==> config.mk <==
export PLATFORM = sky130hd
export DESIGN_NAME = control_sequencer
export DESIGN_NICKNAME = d
export VERILOG_FILES = /design/src/rtl/control_sequencer.sv
export SDC_FILE = /design/constraint.sdc
export NUM_CORES = 1
export LEC_CHECK = 0
export ABC_AREA = 0
export ABC_CLOCK_PERIOD_IN_PS = 3300
export BUFFER_PORTS_ARGS = -buffer_cell sky130_fd_sc_hd__buf_2
export CORE_ASPECT_RATIO = 2
export CORE_MARGIN = 2
export CORE_UTILIZATION = 45
export DETAILED_ROUTE_END_ITERATION = 8
export GPL_ROUTABILITY_DRIVEN = 0
export HOLD_SLACK_MARGIN = 0.06
export PLACE_DENSITY = 0.71
export SETUP_SLACK_MARGIN = 0.05
export SLEW_MARGIN = 20
export SYNTH_ARGS = -nofsm -noshare
export SYNTH_HDL_FRONTEND = slang
export SYNTH_SLANG_ARGS = --single-unit
==> constraint.sdc <==
create_clock -name clk -period 3.3 [get_ports clk]
set_clock_uncertainty 0.15 [all_clocks]
set_input_delay 0.33 -clock clk [delete_from_list [all_inputs] [get_ports clk]]
set_output_delay 0.33 -clock clk [all_outputs]
set_load 0.01 [all_outputs]
==> src/rtl/control_sequencer.sv <==
// Hardwired MiniSRC control unit: a one-hot T-step FSM that walks fetch/decode/execute,
// waits on memory through mem_ready, and owns the board-level run/stop/halt state.
module control_sequencer #(
  parameter int CTL_W = 28
) (
  input  logic             clk,
  input  logic             reset,
  input  logic             stop,
  input  logic [4:0]       opcode,
  input  logic             con_ff,
  input  logic             mem_ready,
  output logic [CTL_W-1:0] ctl,
  output logic [4:0]       alu_op,
  output logic [2:0]       step,
  output logic             run
);

  localparam int B_PC_OUT = 0,  B_MAR_IN = 1,  B_INC_PC = 2,  B_Z_IN = 3;
  localparam int B_ZLO_OUT = 4, B_ZHI_OUT = 5, B_PC_IN = 6,   B_MEM_READ = 7;
  localparam int B_MEM_WRITE = 8, B_MDR_IN = 9, B_MDR_OUT = 10, B_IR_IN = 11;
  localparam int B_GRA = 12, B_GRB = 13, B_GRC = 14, B_R_IN = 15, B_R_OUT = 16;
  localparam int B_BA_OUT = 17, B_C_OUT = 18, B_Y_IN = 19, B_HI_IN = 20, B_LO_IN = 21;
  localparam int B_HI_OUT = 22, B_LO_OUT = 23, B_CON_IN = 24, B_INPORT_OUT = 25;
  localparam int B_OUTPORT_IN = 26, B_ILLEGAL = 27;

  localparam logic [4:0] OP_LD = 5'd0, OP_LDI = 5'd1, OP_ST = 5'd2, OP_ADD = 5'd3;
  localparam logic [4:0] OP_SUB = 5'd4, OP_SHR = 5'd5, OP_SHL = 5'd6, OP_ROR = 5'd7;
  localparam logic [4:0] OP_ROL = 5'd8, OP_AND = 5'd9, OP_OR = 5'd10, OP_ADDI = 5'd11;
  localparam logic [4:0] OP_ANDI = 5'd12, OP_ORI = 5'd13, OP_MUL = 5'd14, OP_DIV = 5'd15;
  localparam logic [4:0] OP_NEG = 5'd16, OP_NOT = 5'd17, OP_BRX = 5'd18, OP_JR = 5'd19;
  localparam logic [4:0] OP_JAL = 5'd20, OP_IN = 5'd21, OP_OUT = 5'd22, OP_MFHI = 5'd23;
  localparam logic [4:0] OP_MFLO = 5'd24, OP_NOP = 5'd25, OP_HALT = 5'd26;

  typedef enum logic [10:0] {
    S_RESET   = 11'b000_0000_0001,
    S_T0      = 11'b000_0000_0010,
    S_T1      = 11'b000_0000_0100,
    S_T2      = 11'b000_0000_1000,
    S_T3      = 11'b000_0001_0000,
    S_T4      = 11'b000_0010_0000,
    S_T5      = 11'b000_0100_0000,
    S_T6      = 11'b000_1000_0000,
    S_T7      = 11'b001_0000_0000,
    S_STOPPED = 11'b010_0000_0000,
    S_HALTED  = 11'b100_0000_0000
  } state_e;

  state_e state_q, state_d;

  logic cls_rr, cls_imm, cls_muldiv, cls_negnot, cls_ld, cls_st, cls_brx;
  logic cls_jr, cls_jal, cls_in, cls_out, cls_mfhi, cls_mflo, cls_nop, cls_halt, cls_illegal;
  logic last_step, mem_hold;

  always_ff @(posedge clk) begin
    if (reset) state_q <= S_RESET;
    else       state_q <= state_d;
  end

  always_comb begin
    cls_rr = 1'b0; cls_imm = 1'b0; cls_muldiv = 1'b0; cls_negnot = 1'b0;
    cls_ld = 1'b0; cls_st = 1'b0; cls_brx = 1'b0; cls_jr = 1'b0; cls_jal = 1'b0;
    cls_in = 1'b0; cls_out = 1'b0; cls_mfhi = 1'b0; cls_mflo = 1'b0;
    cls_nop = 1'b0; cls_halt = 1'b0; cls_illegal = 1'b0;
    case (opcode)
      OP_ADD, OP_SUB, OP_SHR, OP_SHL, OP_ROR, OP_ROL, OP_AND, OP_OR: cls_rr = 1'b1;
      OP_LDI, OP_ADDI, OP_ANDI, OP_ORI: cls_imm = 1'b1;
      OP_MUL, OP_DIV:  cls_muldiv = 1'b1;
      OP_NEG, OP_NOT:  cls_negnot = 1'b1;
      OP_LD:   cls_ld = 1'b1;
      OP_ST:   cls_st = 1'b1;
      OP_BRX:  cls_brx = 1'b1;
      OP_JR:   cls_jr = 1'b1;
      OP_JAL:  cls_jal = 1'b1;
      OP_IN:   cls_in = 1'b1;
      OP_OUT:  cls_out = 1'b1;
      OP_MFHI: cls_mfhi = 1'b1;
      OP_MFLO: cls_mflo = 1'b1;
      OP_NOP:  cls_nop = 1'b1;
      OP_HALT: cls_halt = 1'b1;
      default: cls_illegal = 1'b1;
    endcase
  end

  // Moore outputs: only state_q, opcode and con_ff feed the strobes.
  always_comb begin
    ctl    = '0;
    alu_op = 5'd0;
    step   = 3'd0;
    run    = 1'b0;
    unique case (state_q)
      S_T0: begin
        step = 3'd0;
        ctl[B_PC_OUT] = 1'b1; ctl[B_MAR_IN] = 1'b1; ctl[B_INC_PC] = 1'b1; ctl[B_Z_IN] = 1'b1;
      end
      S_T1: begin
        step = 3'd1;
        ctl[B_ZLO_OUT] = 1'b1; ctl[B_PC_IN] = 1'b1; ctl[B_MEM_READ] = 1'b1; ctl[B_MDR_IN] = 1'b1;
      end
      S_T2: begin
        step = 3'd2;
        ctl[B_MDR_OUT] = 1'b1; ctl[B_IR_IN] = 1'b1;
      end
      S_T3: begin
        step = 3'd3;
        if (cls_rr)                   begin ctl[B_GRB] = 1'b1; ctl[B_R_OUT] = 1'b1; ctl[B_Y_IN] = 1'b1; end
        if (cls_imm || cls_ld || cls_st) begin ctl[B_GRB] = 1'b1; ctl[B_BA_OUT] = 1'b1; ctl[B_Y_IN] = 1'b1; end
        if (cls_muldiv)               begin ctl[B_GRA] = 1'b1; ctl[B_R_OUT] = 1'b1; ctl[B_Y_IN] = 1'b1; end
        if (cls_negnot)               begin ctl[B_GRB] = 1'b1; ctl[B_R_OUT] = 1'b1; ctl[B_Z_IN] = 1'b1; end
        if (cls_brx)                  begin ctl[B_GRA] = 1'b1; ctl[B_R_OUT] = 1'b1; ctl[B_CON_IN] = 1'b1; end
        if (cls_jr)                   begin ctl[B_GRA] = 1'b1; ctl[B_R_OUT] = 1'b1; ctl[B_PC_IN] = 1'b1; end
        if (cls_jal)                  begin ctl[B_PC_OUT] = 1'b1; ctl[B_GRA] = 1'b1; ctl[B_R_IN] = 1'b1; end
        if (cls_in)                   begin ctl[B_INPORT_OUT] = 1'b1; ctl[B_GRA] = 1'b1; ctl[B_R_IN] = 1'b1; end
        if (cls_out)                  begin ctl[B_GRA] = 1'b1; ctl[B_R_OUT] = 1'b1; ctl[B_OUTPORT_IN] = 1'b1; end
        if (cls_mfhi)                 begin ctl[B_HI_OUT] = 1'b1; ctl[B_GRA] = 1'b1; ctl[B_R_IN] = 1'b1; end
        if (cls_mflo)                 begin ctl[B_LO_OUT] = 1'b1; ctl[B_GRA] = 1'b1; ctl[B_R_IN] = 1'b1; end
        if (cls_illegal)              ctl[B_ILLEGAL] = 1'b1;
      end
      S_T4: begin
        step = 3'd4;
        if (cls_rr)                   begin ctl[B_GRC] = 1'b1; ctl[B_R_OUT] = 1'b1; ctl[B_Z_IN] = 1'b1; end
        if (cls_imm || cls_ld || cls_st) begin ctl[B_C_OUT] = 1'b1; ctl[B_Z_IN] = 1'b1; end
        if (cls_muldiv)               begin ctl[B_GRB] = 1'b1; ctl[B_R_OUT] = 1'b1; ctl[B_Z_IN] = 1'b1; end
        if (cls_negnot)               begin ctl[B_ZLO_OUT] = 1'b1; ctl[B_GRA] = 1'b1; ctl[B_R_IN] = 1'b1; end
        if (cls_brx)                  begin ctl[B_PC_OUT] = 1'b1; ctl[B_Y_IN] = 1'b1; end
        if (cls_jal)                  begin ctl[B_GRB] = 1'b1; ctl[B_R_OUT] = 1'b1; ctl[B_PC_IN] = 1'b1; end
      end
      S_T5: begin
        step = 3'd5;
        if (cls_rr || cls_imm)        begin ctl[B_ZLO_OUT] = 1'b1; ctl[B_GRA] = 1'b1; ctl[B_R_IN] = 1'b1; end
        if (cls_ld || cls_st)         begin ctl[B_ZLO_OUT] = 1'b1; ctl[B_MAR_IN] = 1'b1; end
        if (cls_muldiv)               begin ctl[B_ZLO_OUT] = 1'b1; ctl[B_LO_IN] = 1'b1; end
        if (cls_brx)                  begin ctl[B_C_OUT] = 1'b1; ctl[B_Z_IN] = 1'b1; end
      end
      S_T6: begin
        step = 3'd6;
        if (cls_ld)                   begin ctl[B_MEM_READ] = 1'b1; ctl[B_MDR_IN] = 1'b1; end
        if (cls_st)                   begin ctl[B_GRA] = 1'b1; ctl[B_R_OUT] = 1'b1; ctl[B_MDR_IN] = 1'b1; end
        if (cls_muldiv)               begin ctl[B_ZHI_OUT] = 1'b1; ctl[B_HI_IN] = 1'b1; end
        if (cls_brx)                  begin ctl[B_ZLO_OUT] = 1'b1; ctl[B_PC_IN] = con_ff; end
      end
      S_T7: begin
        step = 3'd7;
        if (cls_ld)                   begin ctl[B_MDR_OUT] = 1'b1; ctl[B_GRA] = 1'b1; ctl[B_R_IN] = 1'b1; end
        if (cls_st)                   ctl[B_MEM_WRITE] = 1'b1;
      end
      default: ;
    endcase
    if (state_q inside {S_T0, S_T1, S_T2, S_T3, S_T4, S_T5, S_T6, S_T7}) begin
      run    = 1'b1;
      alu_op = (state_q == S_T0 || cls_ld || cls_st || opcode == OP_LDI || cls_brx) ? OP_ADD : opcode;
    end
  end

  // Final step of each instruction class; the memory wait is resolved separately.
  always_comb begin
    last_step = 1'b0;
    mem_hold  = (ctl[B_MEM_READ] || ctl[B_MEM_WRITE]) && !mem_ready;
    state_d   = state_q;
    unique case (state_q)
      S_T3: last_step = cls_jr || cls_in || cls_out || cls_mfhi || cls_mflo ||
                        cls_nop || cls_halt || cls_illegal;
      S_T4: last_step = cls_negnot || cls_jal;
      S_T5: last_step = cls_rr || cls_imm;
      S_T6: last_step = cls_muldiv || cls_brx;
      S_T7: last_step = 1'b1;
      default: last_step = 1'b0;
    endcase
    unique case (state_q)
      S_RESET, S_STOPPED: state_d = stop ? S_STOPPED : S_T0;
      S_HALTED:           state_d = S_HALTED;
      default: begin
        if (mem_hold)       state_d = state_q;
        else if (last_step) state_d = cls_halt ? S_HALTED : (stop ? S_STOPPED : S_T0);
        else begin
          unique case (state_q)
            S_T0:    state_d = S_T1;
            S_T1:    state_d = S_T2;
            S_T2:    state_d = S_T3;
            S_T3:    state_d = S_T4;
            S_T4:    state_d = S_T5;
            S_T5:    state_d = S_T6;
            S_T6:    state_d = S_T7;
            default: state_d = S_T0;
          endcase
        end
      end
    endcase
  end

endmodule

* Word level (Yosys, flattened, before mapping)
Index checks and enable logic that the tools add are counted.
** Storage, ports and cells
- Register bits after elaboration :: 11
- Input bits :: 10
- Output and inout port bits :: 37
- Logic and storage cells :: 155
** Operators by class
- Equal/unequal tests :: 38
- Mux-type cells :: 88
- Reductions and logical operators :: 28
** Operators by type and width (count)
- 1-bit two-way mux :: 63
- 9-bit case mux with 7 select lines :: 1
- 5-bit == test, second input constant :: 11
- 5-bit by 4-bit == test with 1-bit output, second input constant :: 8
- 11-bit two-way mux :: 3
- 27-bit OR reduction :: 1
- 11-bit case mux with 2 select lines :: 1
- 3-bit case mux with 7 select lines :: 1
- 5-bit by 3-bit == test with 1-bit output, second input constant :: 4
- 1-bit logical OR :: 18
- 1-bit case mux with 4 select lines :: 4
- 1-bit case mux with 2 select lines :: 7
- 11-bit by 1-bit == test with 1-bit output, second input constant :: 1
- 11-bit by 10-bit == test with 1-bit output, second input constant :: 1
- 11-bit == test, second input constant :: 1
- 11-bit by 2-bit == test with 1-bit output, second input constant :: 1
- 11-bit by 3-bit == test with 1-bit output, second input constant :: 1
- 11-bit by 4-bit == test with 1-bit output, second input constant :: 1
- 11-bit by 5-bit == test with 1-bit output, second input constant :: 1
- 11-bit by 6-bit == test with 1-bit output, second input constant :: 1
- 11-bit by 7-bit == test with 1-bit output, second input constant :: 1
- 11-bit by 8-bit == test with 1-bit output, second input constant :: 1
- 11-bit by 9-bit == test with 1-bit output, second input constant :: 1
- 5-bit by 2-bit == test with 1-bit output, second input constant :: 2
- other kinds (14) :: 19

* Depth between registers and ports, before layout
Gate-level depths: netlist of run 1.
- Depth after elaboration :: 13
- Depth in mapped cells :: 8
- Gate-level depth less buffers :: 6

* Least setup slack after synthesis of run 1
No wires, ideal clock.
- Path type :: flip-flop to output port
- From :: reg state_q[1]
- To :: out ctl[20]
- Data arrival time :: 2003 ps
- Data required time :: 2820 ps
- Slack :: 817 ps
- Cell stages (with the launch flop) :: 7
- Buffers on the path :: 3
- Cells stage by stage :: dfxtp_1 -> buf_2 -> or4_4 -> or3_1 -> buf_2 -> nor3_1 -> buf_4
** On the way
- Longest elaborated chain between the ends :: 2
** RTL lines
- start: declaration :: line 48 : state_e state_q, state_d;
- start signal: assignment :: line 56 : else state_q <= state_d;
- 11-bit by 8-bit == test with 1-bit output
- 1-bit two-way mux
- end: declaration :: line 12 : output logic [CTL_W-1:0] ctl,
Every way passes these cells.

* Worst setup path in the final report of run 1
- From :: reg state_q[0]
- To :: out alu_op[4]
** On the way
- Longest elaborated chain between the ends :: 7
- Elaborated cells on any way between the ends :: 15
- Classes of those cells :: eq/ne: 8; mux: 2; reduce/logical: 5
** RTL lines
- 11-bit by 2-bit == test with 1-bit output :: line 148, 150
- 1-bit logical OR (4 in a row) :: line 150 : alu_op = (state_q == S_T0 || cls_ld || cls_st || opcode == OP_LDI || cls_brx) ? OP_ADD : opcode;
- 5-bit two-way mux :: line 150
- 5-bit two-way mux (*) :: line 148 : if (state_q inside {S_T0, S_T1, S_T2, S_T3, S_T4, S_T5, S_T6, S_T7}) begin
- end: declaration :: line 13 : output logic [4:0] alu_op,
Mark *: on every way between the ends. The rest lies on a longest branch, timed or not.

==> flow_metrics.tcl, run 1 <==
set metrics [dict create \
    final_common_cell "buf_2" \
    synth.distinct_cells 61 \
    seq_area_frac_synth 0.144 \
    drt-pass1-iter-count 4 \
    grt_pass1_wl_microns 7840 \
    finalSetupTns_ns 0 \
    finalMaxSlewViolations 0 \
    viasPerCell 6.64 \
    dp_hpwl_microns 3450 \
    r2r-end "state_q[3]$_SDFFE_PP0P_" \
    core_area_sq_um 3300 \
    grt_max_degree 27 \
    fillCellCount 336 \
    port_buffers 46 \
    synth-main-ff-cell "dfxtp_1" \
    hold_violations 0 \
    clock_sinks 11 \
    timing.final.crit_share 0.883 \
    drc 0 \
    yosys_warnings 0 \
    avgSynthCellArea_sq_um 7.01 \
    critical_path_buf_inv_count 1 \
    tritoncts "yes" \
    hp-class "primary input to flop" \
    rows 30 \
    whs_ns 0.165 \
    fin_crit_ns 2.91 \
    cts_setup_buffers 0 \
    detail_route.iter0.violations 86 \
    criticalPathCategory "flop to output port" \
    synth_edf_count 0 \
    postRouteAntennaNets 0 \
    initial_utilization 0.463 \
    r2r_slack_ns 0.61 \
    crit_required_ns 2.82 \
    critPathLaunchType "flop" \
    largest_register "state_q" \
    ys_async_sr_fraction 0 \
    drt_wl_total_microns 4680 \
    track_usage 0.255 \
    power_density_nw_per_um2 244 \
    hold_end "state_q[0]$_SDFFE_PP1P_" \
    relSlewSlack 0.546 \
    antenna_found_initial 0 \
    cts-root-buf "clkbuf_8" \
    fin_util 0.520 \
    crit_chain "nor4_4 -> nand2_1 -> o41ai_2 -> a31oi_1 -> nand2_1 -> and4_1 -> buf_2" \
    setup_viol 0 \
    overflow 0 \
    grt_pass1_vias 1673 \
    final_net_count 257 \
    ioPinCount 47 \
    drive_gt1_frac 0.268 \
    wl_per_cell_microns 16.8 \
    cpPeakStageDelay_ns 0.52 \
    area_growth_pct 12.4 \
    ys_ff_latch 11 \
    die_w_microns 45.2 \
    clk_pin_slew_worst_paths_ns 0.05 \
    diodes 0 \
    syn_area_sq_um 1530 \
    postCtsHoldBufs 0 \
    rsz0062_at_grt "false" \
    htree_levels 1 \
    status "completed" \
    hold_path.startpoint "reset" \
    power_leakage_nw 0.765 \
    numCtsBuffers 3 \
    postSynthNetCount 228 \
    hold_depth 1 \
    r2r_cells 6 \
    worst_slew_pin_slew_ns 0.675 \
    crit_family "simple AND/OR/NAND/NOR gates" \
    ir_drop_uv 287 \
    synthCells 218 \
    critPathArrivalTime_ns 2.43 \
    r2r_start "state_q[7]$_SDFFE_PP0P_" \
    die_area_sq_um 3910 \
    max_freq_ghz 0.343 \
    slowest_stage "nor4_4" \
    clock_path_buffers 2 \
    dr_total_vias 1845 \
    cpMostUsedCell "nand2_1" \
    total_power_w 0.000418 \
    final_cell_mix "buf_2 (46), nor2_1 (21), nand2_1 (17), o21ai_0 (14)" \
    die-height_microns 86.4 \
    drv_cap 0 \
    largest_reg_flops 11 \
    critPathMaxFanout 9 \
    top_regs "state_q (11)" \
    cts_resized 0 \
    critPathCaptureType "output port" \
    insertion_delay_ns 0.23 \
]
worst max path at each step:
stage	start	to	cells past startpoint	slack, ns
detailed placement	state_q[9]$_SDFFE_PP0P_	alu_op[4]	7	0.56
finish	state_q[0]$_SDFFE_PP1P_	alu_op[4]	7	0.39
global placement	state_q[9]$_SDFFE_PP0P_	alu_op[4]	7	0.65
CTS	state_q[9]$_SDFFE_PP0P_	alu_op[4]	7	0.30
floorplan	state_q[1]$_SDFFE_PP0P_	ctl[20]	6	0.82
global route	state_q[0]$_SDFFE_PP1P_	alu_op[4]	7	0.20
per-layer routing:
metal	track usage	part of all wire
met3	0.0354	0.097
met4	0.107	0.033
met5	0	0
met2	0.369	0.46
met1	0.371	0.41
through the flow:
step / std cells / setup slack, ns / area [sq um]
after global routing: 278 / 0.198 / 1720
after CTS: 278 / 0.302 / 1710
after global placement: 274 / 0.652 / 1660
after detailed placement: 274 / 0.564 / 1660
after floorplan: 218 / 0.817 / 1530
final: 278 / 0.386 / 1720
synth_stat cells (all sizes together), types with 2 or more instances:
cell type,instances,area (sq um)
or4,5,45.0
nand3,7,35.0
o31ai,2,15.0
or2,2,12.5
and3,4,26.3
a211oi,2,20.0
and2b,2,15.0
o22ai,3,18.8
nand4b,4,35.0
o2111ai,2,17.5
and4,3,26.3
inv,5,18.8
xor2,4,35.0
nand2,17,63.8
o311ai,2,17.5
buf,16,123
nor4,8,65.1
nor4b,4,35.0
nor2,22,85.1
o21ai,15,75.1
xnor2,3,26.3
dfxtp,11,220
clkbuf,8,31.3
nor3b,3,22.5
or3,6,38.8
and2,2,12.5
or4b,3,37.5
o21a,2,15.0
nand4,6,37.5
a21oi,11,66.3
nor2b,2,12.5
nand2b,5,31.3
nor3,12,60.1
layout make-up:
type	count	area, sq um	area share
clock buffer	4	45.0	0.0262
inverter	5	18.8	0.0109
multi-input combinational	178	1150	0.669
sequential	11	220	0.128
tap	32	40.0	0.0233
timing repair buffer	48	245	0.143
worst reg2reg max path, delay by kind of cell (launching register included):
family           cells  cell delay [ns]
AND/OR/NAND/NOR      6             1.85
flip-flops           1             0.63
logic make-up after synthesis:
kind of cell | after synthesis | synth area share
buf+inv | 29 | 0.113
flops | 11 | 0.144
fa+ha+maj | 1 | 0.00655
xor+xnor | 7 | 0.0401
simple gates | 117 | 0.456
mux | 2 | 0.0139
compound gates | 51 | 0.227
where the power goes:
part	total (W)	switching, W	leakage (nW)	internal, W
clock network	0.000128	0.0000438	0.0228	0.0000842
logic	0.000140	0.0000850	0.652	0.0000549
registers	0.000150	0.0000126	0.0895	0.000138
No activity file was read; power rests on OpenSTA's default activity.
==> inputs of run 2 (changes only) <==
--- a/config.mk
+++ b/config.mk
@@ -5,7 +5,7 @@
 export SDC_FILE = /design/constraint.sdc
 export NUM_CORES = 1
 export LEC_CHECK = 0
-export ABC_AREA = 0
+export ABC_AREA = 1
 export ABC_CLOCK_PERIOD_IN_PS = 3300
 export BUFFER_PORTS_ARGS = -buffer_cell sky130_fd_sc_hd__buf_2
 export CORE_ASPECT_RATIO = 2
@@ -14,7 +14,7 @@
 export DETAILED_ROUTE_END_ITERATION = 8
 export GPL_ROUTABILITY_DRIVEN = 0
 export HOLD_SLACK_MARGIN = 0.06
-export PLACE_DENSITY = 0.71
+export PLACE_DENSITY = 0.72
 export SETUP_SLACK_MARGIN = 0.05
 export SLEW_MARGIN = 20
 export SYNTH_ARGS = -nofsm -noshare
==> run 2 against run 1 <==
Compared with the run above: routed wire length increased by 2.8%; register-to-register slack improved by 0.67 ns; via count is 3.0% lower; die area fell by 1.5%; non-clock buffer count decreased by 2; power grew 4.0%; sequential cell count did not move; critical path depth up 3; sequential power shrank 5%; clock power rose by 7%.
==> flow_metrics.tcl, run 2 <==
set metrics [dict create \
    synth_compound_area_frac 0.116 \
    critPathMaxFanout 6 \
    final_net_count 310 \
    htree_levels 1 \
    met2WireLength_microns 2660 \
    power_density_nw_per_um2 245 \
    viasPerCell 5.42 \
    synth.distinct_cells 35 \
    design_area_sq_um 1770 \
    synthCells 256 \
    wl_per_cell_microns 14.6 \
    postRouteAntennaNets 0 \
    crit_family "simple AND/OR/NAND/NOR gates" \
    drt_wl_total_microns 4810 \
    clock_sinks 11 \
    top_regs "state_q (11)" \
    postSynthNetCount 266 \
    synth_top_family_by_area "simple AND/OR/NAND/NOR gates" \
    track_usage 0.268 \
    synth_fa_ha_area_frac 0 \
    core_area_sq_um 3190 \
    synth.most_common_cell "nand2_1" \
    cts_setup_buffers 0 \
    synth_common_cells "nand2_1 (48), inv_1 (43), nor2_1 (29)" \
    dr_total_vias 1789 \
    grt_pass1_vias 1750 \
    critPathCaptureType "output port" \
    synthTopCellsByArea "dfxtp_1 (15%), nand2_1 (12%), inv_1 (11%)" \
    synth_xor_area_frac 0 \
    dp_hpwl_microns 4150 \
    yosys.area.top_type "dfxtp_1" \
    initial_utilization 0.471 \
    final_common_cell "nand2_1" \
    power_leakage_nw 1.12 \
    syn_area_sq_um 1500 \
    finalMaxSlewViolations 0 \
    synth-main-ff-cell "dfxtp_1" \
    grt_pass1_wl_microns 7750 \
    insertion_delay_ns 0.24 \
    dpl_cell_area_sq_um 1730 \
    rsz0062_at_grt "false" \
    drt-met1-wl_microns 1540 \
    overflow 0 \
    critPathArrivalTime_ns 2.03 \
    largest_register "state_q" \
    drive_gt1_frac 0.328 \
    ioPinCount 47 \
    whs_ns 0.0660 \
    cts-root-buf "clkbuf_8" \
    final_cell_mix "nand2_1 (48), buf_2 (46), inv_1 (43), nor2_1 (29), nand3_1 (21)" \
    timing.final.crit_share 0.760 \
    yosys_warnings 0 \
    ir_drop_uv 103 \
    antenna_found_initial 0 \
    wl_met3_microns 191 \
    synth-simple-area-share 0.575 \
    ys_async_sr_fraction 0 \
    drc 0 \
    tritoncts "yes" \
    area_growth_pct 17.9 \
    max_freq_ghz 0.399 \
    crit_required_ns 2.82 \
    criticalPathCategory "flop to output port" \
    relSlewSlack 0.777 \
    status "completed" \
    cpMostUsedCell "inv_1" \
    setup_ws_ns 0.791 \
    crit_chain "nor2_1 -> inv_1 -> nor2_1 -> nand2_1 -> inv_1 -> nor3_1 -> nand4_1 -> o21ai_0 -> inv_1 -> buf_2" \
    synthMuxAreaShare 0 \
    detail_route.iter0.violations 39 \
    hold_violations 0 \
    critPathLaunchType "flop" \
    cts_resized 0 \
    postCtsHoldBufs 0 \
    critical_path_buf_inv_count 4 \
    worst_slew_pin_slew_ns 0.332 \
    top_layer_used "met4" \
    diodes 0 \
    die-height_microns 85.8 \
    drv_cap 0 \
    multi_input_area_sq_um 1040 \
    numCtsBuffers 3 \
    die_w_microns 44.9 \
    clock_path_buffers 2 \
    setup_viol 0 \
    finalSetupTns_ns 0 \
    regArea_sq_um 220 \
    fillCellCount 359 \
    fin_crit_ns 2.51 \
    grt_max_degree 17 \
    synth_top_area_share 0.146 \
    synth_edf_count 0 \
    clk_pin_slew_worst_paths_ns 0.05 \
    slowest_stage "dfxtp_1" \
    cpPeakStageDelay_ns 0.33 \
    largest_reg_flops 11 \
    avgSynthCellArea_sq_um 5.87 \
    ys_ff_latch 11 \
    seq_area_frac_synth 0.146 \
    die_area_sq_um 3850 \
    preCtsSetupSlack_ns 1.06 \
    rows 29 \
    hp-class "primary input to flop" \
    port_buffers 46 \
    drt-pass1-iter-count 5 \
]
## run 2: per-stage QoR
step           total power [W]   util  std cells
4_1_cts               0.000437  0.555        330
3_3_place_gp          0.000301  0.541        326
5_1_grt               0.000455  0.555        330
6_report              0.000435  0.555        330
3_5_place_dp          0.000301  0.541        326
2_1_floorplan         0.000258      -        256
## run 2: report_power, final
part | internal [W] | switching [W]
Sequential | 0.000138 | 0.00000417
Combinational | 0.0000516 | 0.000105
Clock | 0.0000849 | 0.0000516
Total | 0.000274 | 0.000161
## run 2: logic make-up after synthesis
kind of cell    Yosys count
simple gates            158
flops                    11
buf+inv                  60
compound gates           27
## run 2: per-layer routing
layer	track usage	vias up
met4	0.217	0
met3	0.0189	31
met5	0	-
met2	0.505	79
li1	-	899
met1	0.235	780
## run 2: cell type report
cell class / instances / share of cell area
inverters: 53 / 0.113
flip-flops and latches: 11 / 0.124
clock buffers: 4 / 0.0254
well taps: 31 / 0.0219
repair buffers: 46 / 0.130
multi-input cells: 185 / 0.586
## run 2: worst paths after layout
check,endpoint,start,cells past startpoint,slack [ns]
setup reg to reg,state_q[5]$_SDFFE_PP0P_,state_q[8]$_SDFFE_PP0P_,10,1.28
setup / recovery,alu_op[0],state_q[7]$_SDFFE_PP0P_,10,0.79
hold reg to reg,state_q[8]$_SDFFE_PP0P_,state_q[8]$_SDFFE_PP0P_,2,0.40
hold / removal,state_q[0]$_SDFFE_PP1P_,reset,1,0.07
==> inputs of run 3 (changes only) <==
--- a/config.mk
+++ b/config.mk
@@ -6,7 +6,7 @@
 export NUM_CORES = 1
 export LEC_CHECK = 0
 export ABC_AREA = 1
-export ABC_CLOCK_PERIOD_IN_PS = 3300
+export ABC_CLOCK_PERIOD_IN_PS = 2400
 export BUFFER_PORTS_ARGS = -buffer_cell sky130_fd_sc_hd__buf_2
 export CORE_ASPECT_RATIO = 2
 export CORE_MARGIN = 2
==> constraint.sdc (replaced) <==
create_clock -name clk -period 2.4 [get_ports clk]
set_clock_uncertainty 0.15 [all_clocks]
set_input_delay 0.24 -clock clk [delete_from_list [all_inputs] [get_ports clk]]
set_output_delay 0.24 -clock clk [all_outputs]
set_load 0.01 [all_outputs]
==> run 3 against run 2 <==
Compared with the run above: register-to-register slack worse by 0.97 ns; via count is 7.9% higher; design area is 11% higher; first-iteration DRC count is 15% higher; clock power is 45% higher.
==> flow_metrics.tcl, run 3 (synthesized netlist as in run 2, its figures left out) <==
set metrics [dict create \
    status "completed" \
    hold_violations 0 \
    crit_chain "nor2_2 -> nand2_2 -> nor2_4 -> nand2_2 -> inv_1 -> a211oi_1 -> nand2_1 -> inv_1 -> nand3_1 -> inv_1 -> buf_2" \
    worst_slew_pin_slew_ns 0.383 \
    power_leakage_nw 1.20 \
    ioPinCount 47 \
    track_usage 0.277 \
    finalSetupTns_ns 0 \
    relSlewSlack 0.743 \
    wl_per_cell_microns 15.3 \
    regArea_sq_um 230 \
    area_growth_pct 30.7 \
    detail_route.iter0.violations 45 \
    criticalPathCategory "flop to output port" \
    power_density_nw_per_um2 326 \
    finalMaxSlewViolations 0 \
    preCtsSetupSlack_ns 0.264 \
    top_regs "state_q (11)" \
    viasPerCell 5.63 \
    clock_sinks 11 \
    setup_ws_ns 0.170 \
    cts-root-buf "clkbuf_8" \
    rows 29 \
    timing.final.crit_share 0.929 \
    fillCellCount 341 \
    max_freq_ghz 0.448 \
    hp-class "primary input to flop" \
    critPathLaunchType "flop" \
    port_buffers 46 \
    rsz0062_at_grt "false" \
    die_w_microns 44.9 \
    core_area_sq_um 3190 \
    dr_total_vias 1931 \
    cpPeakStageDelay_ns 0.35 \
    grt_pass1_vias 1758 \
    clock_path_buffers 2 \
    drive_gt1_frac 0.426 \
    dp_hpwl_microns 4190 \
    fin_util 0.616 \
    critPathCaptureType "output port" \
    slowest_stage "dfxtp_2" \
    drc 0 \
    crit_required_ns 2.01 \
    final_cell_mix "buf_2 (46), nand2_1 (45), inv_1 (39), nor2_1 (24), nand3_1 (21)" \
    postRouteAntennaNets 0 \
    tritoncts "yes" \
    insertion_delay_ns 0.26 \
    met2WireLength_microns 2890 \
    die-height_microns 85.8 \
    critPathArrivalTime_ns 1.84 \
    grt_max_degree 17 \
    ir_drop_uv 164 \
    largest_register "state_q" \
    htree_levels 1 \
    critPathMaxFanout 7 \
    cpMostUsedCell "inv_1" \
    drt-met1-wl_microns 1700 \
    top_layer_used "met4" \
    antenna_found_initial 0 \
    clk_pin_slew_worst_paths_ns 0.06 \
    final_net_count 323 \
    overflow 0 \
    diodes 0 \
    final_common_cell "buf_2" \
    drt_wl_total_microns 5260 \
    multi_input_area_sq_um 1120 \
    die_area_sq_um 3850 \
    initial_utilization 0.471 \
    wl_met3_microns 216 \
    r2r_slack_ns 0.31 \
    drv_cap 0 \
    drt-pass1-iter-count 4 \
    numCtsBuffers 3 \
    setup_viol 0 \
    grt_pass1_wl_microns 7890 \
    fin_crit_ns 2.23 \
    largest_reg_flops 11 \
]
[run 3: cell types whose count changed in the layout (fill, tap and decap cells not counted), sizes merged]
| cell | delta |
|---|---|
| buf | +12 |
| dlygate4sd3 | +1 |
[run 3: per-layer routing]
| metal | up-vias | track usage |
|---|---|---|
| met2 | 94 | 0.505 |
| met3 | 34 | 0.0232 |
| met4 | 0 | 0.222 |
| met1 | 870 | 0.259 |
| li1 | 933 | - |
| met5 | - | 0 |
[run 3: power by group]
part / leakage [nW] / switching [W] / internal (W) / total (W)
clock: 0.0228 / 0.0000814 / 0.000117 / 0.000199
sequential: 0.0931 / 0.00000785 / 0.000191 / 0.000198
combinational: 1.09 / 0.000158 / 0.0000861 / 0.000244
[run 3: critical path, delay by kind of cell, from the launching register on]
family | cells | cell delay (ns)
AOI/OAI and AO/OA | 1 | 0.05
DFF | 1 | 0.35
and+or+nand+nor | 6 | 0.82
buffers and inverters | 4 | 0.36
[run 3: final timing paths]
kind / endpoint / depth (start not counted) / startpoint
max: alu_op[4] / 11 / state_q[5]$_SDFFE_PP0P_
min: state_q[3]$_SDFFE_PP0P_ / 3 / mem_ready
max reg2reg: state_q[10]$_SDFFE_PP0P_ / 13 / state_q[5]$_SDFFE_PP0P_
min reg2reg: state_q[2]$_SDFFE_PP0P_ / 2 / state_q[2]$_SDFFE_PP0P_
[run 3: per-stage QoR]
| step | cell area [sq um] | hold WS [ns] | power (W) | std cells |
|---|---|---|---|---|
| final | 1970 | 0.0927 | 0.000641 | 343 |
| after global routing | 1970 | 0.113 | 0.000668 | 343 |
| after CTS | 1790 | 0.108 | 0.000609 | 332 |
| after detailed placement | 1740 | 0.229 | 0.000415 | 327 |
| after global placement | 1740 | 0.229 | 0.000414 | 327 |
| after floorplan | 1500 | 0.168 | 0.000354 | 256 |
[run 3: cell type report]
cell class | count | share of cell area
clock buffers | 4 | 0.0229
well taps | 31 | 0.0197
flip-flops and latches | 11 | 0.117
multi-input cells | 185 | 0.569
inverters | 53 | 0.103
repair buffers | 59 | 0.168
[run 3: repair_timing]
action | 4_1_cts | 5_1_grt
hold buffers | 1 | 0
pin swaps | 1 | 3
hold endpoints to repair | 2 | 0
gates resized for setup | 1 | 32
setup buffers | 0 | 11
endpoints found under the setup margin | 5 | 10
